<file path="src/rtl/uart_tx.sv">
// 8N1 UART transmitter with a one-entry holding buffer in front of the shift register.
// A byte waiting in the buffer at the end of a stop bit starts the next frame without an idle gap.
module uart_tx #(
  parameter int unsigned BAUD_COUNT_WIDTH    = 9,
  parameter int unsigned FULL_BAUD_COUNT_TOP = 434,
  parameter int unsigned BIT_COUNT_WIDTH     = 4,
  parameter int unsigned BIT_COUNT_TOP       = 10
) (
  input  logic       clk,
  input  logic       rstn,
  input  logic       tx_valid,
  input  logic [7:0] tx_data,
  output logic       tx_ready,
  output logic       serial_dat_out,
  output logic       busy,
  output logic       packet_done
);

  typedef enum logic [1:0] {
    IDLE,
    START,
    DATA,
    STOP
  } state_e;

  localparam logic [BAUD_COUNT_WIDTH-1:0] BAUD_LAST     = BAUD_COUNT_WIDTH'(FULL_BAUD_COUNT_TOP - 1);
  localparam logic [BIT_COUNT_WIDTH-1:0]  LAST_DATA_POS = BIT_COUNT_WIDTH'(BIT_COUNT_TOP - 2);

  state_e                      state_q, state_d;
  logic [BAUD_COUNT_WIDTH-1:0] baud_q, baud_d;
  logic [BIT_COUNT_WIDTH-1:0]  bit_q, bit_d;
  logic [7:0]                  shift_q, shift_d;
  logic [7:0]                  buf_q, buf_d;
  logic                        buf_full_q, buf_full_d;
  logic                        tx_q, tx_d;
  logic                        busy_q, busy_d;
  logic                        pkt_q, pkt_d;
  logic                        bit_end;
  logic                        load;

  always_comb begin
    state_d    = state_q;
    baud_d     = baud_q;
    bit_d      = bit_q;
    shift_d    = shift_q;
    buf_d      = buf_q;
    buf_full_d = buf_full_q;
    load       = 1'b0;
    bit_end    = (baud_q == BAUD_LAST);

    if (tx_valid && !buf_full_q) begin
      buf_full_d = 1'b1;
      buf_d      = tx_data;
    end

    if (state_q != IDLE) begin
      baud_d = bit_end ? '0 : baud_q + 1'b1;
    end

    case (state_q)
      IDLE: begin
        if (buf_full_q) load = 1'b1;
      end
      START: begin
        if (bit_end) begin
          state_d = DATA;
          bit_d   = bit_q + 1'b1;
        end
      end
      DATA: begin
        if (bit_end) begin
          shift_d = shift_q >> 1;
          bit_d   = bit_q + 1'b1;
          if (bit_q == LAST_DATA_POS) state_d = STOP;
        end
      end
      STOP: begin
        if (bit_end) begin
          if (buf_full_q) load = 1'b1;
          else            state_d = IDLE;
        end
      end
      default: state_d = IDLE;
    endcase

    // Loading cannot coincide with an accept: a load needs buf_full_q, which blocks accepts.
    if (load) begin
      state_d    = START;
      shift_d    = buf_q;
      buf_full_d = 1'b0;
      baud_d     = '0;
      bit_d      = '0;
    end

    // Outputs are derived from the next state so the registered pins line up with the state.
    case (state_d)
      START:   tx_d = 1'b0;
      DATA:    tx_d = shift_d[0];
      default: tx_d = 1'b1;
    endcase
    busy_d = (state_d != IDLE);
    pkt_d  = (state_d == STOP) && (baud_d == BAUD_LAST);
  end

  always_ff @(posedge clk or negedge rstn) begin
    if (!rstn) begin
      state_q    <= IDLE;
      baud_q     <= '0;
      bit_q      <= '0;
      shift_q    <= '0;
      buf_q      <= '0;
      buf_full_q <= 1'b0;
      tx_q       <= 1'b1;
      busy_q     <= 1'b0;
      pkt_q      <= 1'b0;
    end else begin
      state_q    <= state_d;
      baud_q     <= baud_d;
      bit_q      <= bit_d;
      shift_q    <= shift_d;
      buf_q      <= buf_d;
      buf_full_q <= buf_full_d;
      tx_q       <= tx_d;
      busy_q     <= busy_d;
      pkt_q      <= pkt_d;
    end
  end

  assign tx_ready       = ~buf_full_q;
  assign serial_dat_out = tx_q;
  assign busy           = busy_q;
  assign packet_done    = pkt_q;

endmodule

</file>
<file path="config.mk">
export PLATFORM = sky130hd
export DESIGN_NAME = uart_tx
export DESIGN_NICKNAME = d
export VERILOG_FILES = /design/src/rtl/uart_tx.sv
export SDC_FILE = /design/constraint.sdc
export NUM_CORES = 1
export LEC_CHECK = 0
export ABC_AREA = 1
export CAP_MARGIN = 20
export CORE_UTILIZATION = 30
export DETAILED_ROUTE_END_ITERATION = 8
export PLACE_DENSITY = 0.59
export SETUP_SLACK_MARGIN = 0.02
export SYNTH_ARGS = -nofsm -noshare
export SYNTH_HDL_FRONTEND = slang
export SYNTH_SLANG_ARGS = --single-unit
</file>
<file path="constraint.sdc">
create_clock -name clk -period 2.96 [get_ports clk]
set_input_delay 0.592 -clock clk [delete_from_list [all_inputs] [get_ports clk]]
set_output_delay 0.592 -clock clk [all_outputs]
set_load 0.03 [all_outputs]
</file>
---- Word level (Yosys, flattened, before mapping) ----
Cells that the tools add are included.
word-level totals
  input port bits ......................... 11
  bits in registers ....................... 35
  word-level logic and storage cells ...... 57
cells by class
  bitwise operators ....................... 1
  add/subtract/negate cells ............... 2
  reductions and logical operators ........ 13
  muxes and demuxes ....................... 22
  eq/ne operators ......................... 9
operators by type and width
  operator                                                               number
  9-bit 2-to-1 mux                                                       3
  8-bit 2-to-1 mux                                                       3
  9-bit equality test, second input constant                             2
  2-bit 2-to-1 mux                                                       6
  4-bit 2-to-1 mux                                                       3
  2-bit nonzero test                                                     6
  9-bit by 1-bit adder with 9-bit output, second input constant          1
  2-bit equality test, second input constant                             4
  2-bit one-hot mux with 3 select lines                                  1
  4-bit by 1-bit adder with 4-bit output, second input constant          1
  2-bit by 1-bit equality test with 1-bit output, second input constant  2
  4-bit equality test, second input constant                             1
  1-bit 2-to-1 mux                                                       4
  1-bit one-hot mux with 2 select lines                                  2
  2-bit AND reduction                                                    2
  1-bit logical AND                                                      2
  2-bit logical NOT                                                      1
  2-bit OR reduction                                                     1
  1-bit logical NOT                                                      1
  1-bit inverter                                                         1

---- Longest topological paths before layout ----
  word-level depth ........................ 7
  mapped depth ............................ 13

---- Least setup slack after synthesis ----
Ideal clock, no wire load.
  path type ............................... register to register
  start point ............................. register state_q[0]
  end point ............................... register pkt_q, in the netlist packet_done
  required time ........................... 2.889 ns
  arrival ................................. 1.530 ns
  setup time .............................. 0.071 ns
  clock period less this slack ............ 1.601 ns
  setup slack ............................. 1.359 ns
  cell stages (with the launch flop) ...... 13
  cell sequence ........................... dfrtp_1 inv_1 ha_1 inv_2 nand2_1 nor2_2 nand2_1 inv_1 nand3_1 xor2_1 nor2_1 nand2_1 nor2_1
on the way
  word-level cells in the longest chain between the ends .. 6
ends and longest elaborated chain
  item                                   line    source
  start: declaration                     29      state_e state_q, state_d;
  start signal: assignment               117     state_q <= state_d;
  2-bit 2-to-1 mux (on tied branches)    79, 74
  2-bit 2-to-1 mux (on tied branches)    78, 71
  2-bit one-hot mux with 3 select lines  60      case (state_q)
  2-bit 2-to-1 mux                       87      if (load) begin
  2-bit equality test                    102     pkt_d = (state_d == STOP) && (baud_d == BAUD_LAST);
  1-bit logical AND (*)                  102
  via pkt_d                              37      logic pkt_q, pkt_d;
  end signal: assignment                 125     pkt_q <= pkt_d;
  end: declaration                       37
The timed path passes the listed nets; every way through them passes the cells marked *.
A chain may end at the register's enable or synchronous reset.

---- Worst setup path after layout ----
  start point ............................. register buf_full_q
  end point ............................... output tx_ready
on the way
  word-level cells in the longest chain between the ends .. 1
ends and longest elaborated chain
  item                      line  source
  start: declaration        34    logic buf_full_q, buf_full_d;
  start signal: assignment  122   buf_full_q <= buf_full_d;
  1-bit inverter            129   assign tx_ready = ~buf_full_q;
  end: declaration          13    output logic tx_ready,
Every way passes these cells.

==> results.yml <==
placement:
  place.gp.congestion: 0.828
  place_ws_ns: 0.985
  dp_hpwl_um: 2700
  portBuffers: 14
layout:
  drive_gt1_share_pct: 14.3
  regArea_um2: 877
  fillers: 626
  multi_input_area_um2: 863
  area_growth_pct: 14.9
  final_net_count: 256
  antennaDiodeCount: 0
clock_network:
  ctsResizeCount: 0
  htreeDepth: 2
  cts-root-buf: "clkbuf_8"
  cts_tree: "built"
  numCtsBuffers: 5
  cts-hold-fix-buffers: 0
  path_clk_slew_ns: 0.07
  cts_setup_buffers: 0
  cts_buffer_depth: 2
  clk_latency_ns: 0.29
  cts_sinks: 35
die:
  rows: 28
  ios: 15
  core_um2: 5990
  die-area_um2: 6610
  die_h_um: 81.3
  floorplan.initialDensity_pct: 31.5
  die_w_um: 81.3
detailed_routing:
  drt_first_pass_iters: 4
  avgViaCountPerCell: 4.68
  drc: 0
  drt_iter0_drc: 52
  detail-route-antenna-nets: 0
  routed_wl_um: 3660
  post_drt_wl_per_cell_um: 11.7
  vias: 1460
sta:
  layout_min_cycle_time_ns: 2.10
  final.setup.tns_ns: 0
  drv_slew: 0
  setup_slack_ns: 0.857
  max_freq_mhz: 476
  setup_violations: 0
  slew_headroom_pct: 47.3
  final.period_utilization_pct: 71.0
  hold_viol: 0
  worstMarginPinSlew_ns: 0.790
  rsz0062_at_grt: "no"
  finalClockSkew_ns: 0.00596
power_and_ir_drop:
  pwr-share-clk_pct: 35.2
  power_leakage_nw: 1.08
  power.share.combinational_pct: 7.4
  ir_drop_uv: 221
  swShare_pct: 22.8
  pwr-share-seq_pct: 57.4
  internal_power_mw: 0.725
  power_per_cell_area_nw_per_um2: 433
  p_sw_mw: 0.214
synth:
  syn_area_per_cell_um2: 8.65
  synth_top_family_by_area: "simple AND/OR/NAND/NOR gates"
  synth_simple_gate_area_share_pct: 29.3
  synthAdderAreaFrac_pct: 5.97
  synth_compound_area_share_pct: 4.45
  synth_warnings: 0
  netlist_area_um2: 1890
  synth_nets: 238
  synth_cell_types: 28
  synthMuxAreaShare_pct: 4.18
  ys_ff_latch: 35
  netlist_instances: 218
  yosysSeqAreaShare_pct: 46.5
  yosys.area_share.xor_xnor_pct: 1.86
setup_path:
  worstSetupEndpointType: "output pin"
  crit_fanout: 5
  cp_data_arrival_time_ns: 1.51
  rr_startpoint: "baud_q[1]"
  rr_endpoint: "packet_done"
  crit_required_ns: 2.37
  reg2reg_depth: 12
  path_class: "flop to output pin"
  worst_setup_path_start_kind: "flop"
  worst-r2r-setup-slack_ns: 1.00
grt:
  first_global_vias: 1414
  antenna_found_initial: 0
  grt_pass1_wl_um: 6200
  grt-ovfl-total: 0
  track_usage_pct: 12.6
  grt_max_degree: 36
status:
  status: "complete, no violations"
worst_hold_path:
  hold_path_class: "input port to asynchronous set/reset pin"
run:
  drv_cap: 0
[synth_stat cells]
cell type,number,area share (%)
a21oi_1,2,0.53
a21oi_4,1,0.86
a31oi_1,1,0.33
and3_1,1,0.33
buf_4,1,0.40
buf_6,2,1.2
dfrtp_1,34,45
dfstp_2,1,1.4
ha_1,9,6.0
inv_1,25,5.0
inv_2,4,0.80
inv_4,1,0.33
mux2_2,7,4.2
nand2_1,47,9.4
nand2_2,6,2.0
nand2_4,1,0.60
nand3_1,33,8.8
nand4_1,3,1.0
nor2_1,18,3.6
nor2_2,2,0.66
nor2_4,2,1.2
nor2_8,1,1.1
nor3_1,3,0.80
o21ai_0,7,1.9
o21ai_2,1,0.46
o21bai_1,1,0.40
xnor2_1,1,0.46
xor2_1,3,1.4
[sequential cells by signal (all words and copies together) (netlist names)]
| signal | flops |
|---|---|
| bit_q | 4 |
| busy | 1 |
| buf_full_q | 1 |
| state_q | 2 |
| baud_q | 9 |
| buf_q | 8 |
| shift_q | 8 |
| serial_dat_out | 1 |
| packet_done | 1 |
[logic make-up (layout without fill, tap and decap cells)]
| family | after synthesis | after routing |
|---|---|---|
| flops | 35 | 35 |
| xor+xnor | 4 | 4 |
| buf+inv | 33 | 52 |
| compound gates | 13 | 13 |
| fa+ha+maj | 9 | 9 |
| simple gates | 117 | 117 |
| mux | 7 | 7 |
[power by group through the flow]
| stage | clock network (mW) | registers, mW | logic, mW |
|---|---|---|---|
| global route | 0.365 | 0.542 | 0.0793 |
| finish | 0.330 | 0.539 | 0.0696 |
| global placement | 0 | 0.546 | 0.0700 |
| floorplan | 0 | 0.541 | 0.0420 |
| detailed placement | 0 | 0.547 | 0.0718 |
| CTS | 0.345 | 0.538 | 0.0718 |
[worst max path at each step]
stage,from,end,slack [ns],depth (start not counted)
floorplan,state_q[0],packet_done,1.36,12
global placement,baud_q[1],packet_done,1.05,12
detailed placement,baud_q[1],packet_done,0.98,12
CTS,buf_full_q,tx_ready,0.85,2
global route,buf_full_q,tx_ready,0.77,2
finish,buf_full_q,tx_ready,0.86,2
[routing by layer]
metal / part of all wire (%) / track usage (%)
met5: 0 / 0
met3: 3.7 / 4.16
met2: 50 / 22.1
met1: 46 / 14.7
met4: 0.98 / 3.21
[cell type report]
type	count	area share [%]
clock inverters	1	0.231
well taps	75	4.33
flip-flops and latches	35	40.5
clock buffers	7	3.52
repair buffers	14	6.24
multi-input cells	150	39.9
inverters	30	5.31
[worst max-delay path, stage by stage (launching register included)]
cell and delay [ns]:
dfrtp_1 0.36, inv_1 0.16, clkdlybuf4s50_1 0.71
[stage by stage]
step                hold slack, ns  instances  util [%]  area [µm²]  total power, mW
floorplan                    0.296        218         -        1890            0.583
global placement             0.458        304      34.8        2080            0.616
detailed placement           0.476        304      34.8        2080            0.619
CTS                          0.417        312      36.2        2170            0.955
global route                 0.454        312      36.2        2170            0.986
finish                       0.388        312      36.2        2170            0.939
[placed cells by master, fill, tap and decap left out, drive strengths merged]
cell type,n
buf,1
nand2,54
dfstp,1
xnor2,1
o21ai,8
and3,1
clkbuf,7
ha,9
nand4,3
xor2,3
clkdlybuf4s50,13
a31oi,1
mux2,7
nand3,33
o21bai,1
a21oi,3
clkinv,1
dfrtp,34
inv,30
nor2,23
nor3,3
(Power assumes the default switching activity.)
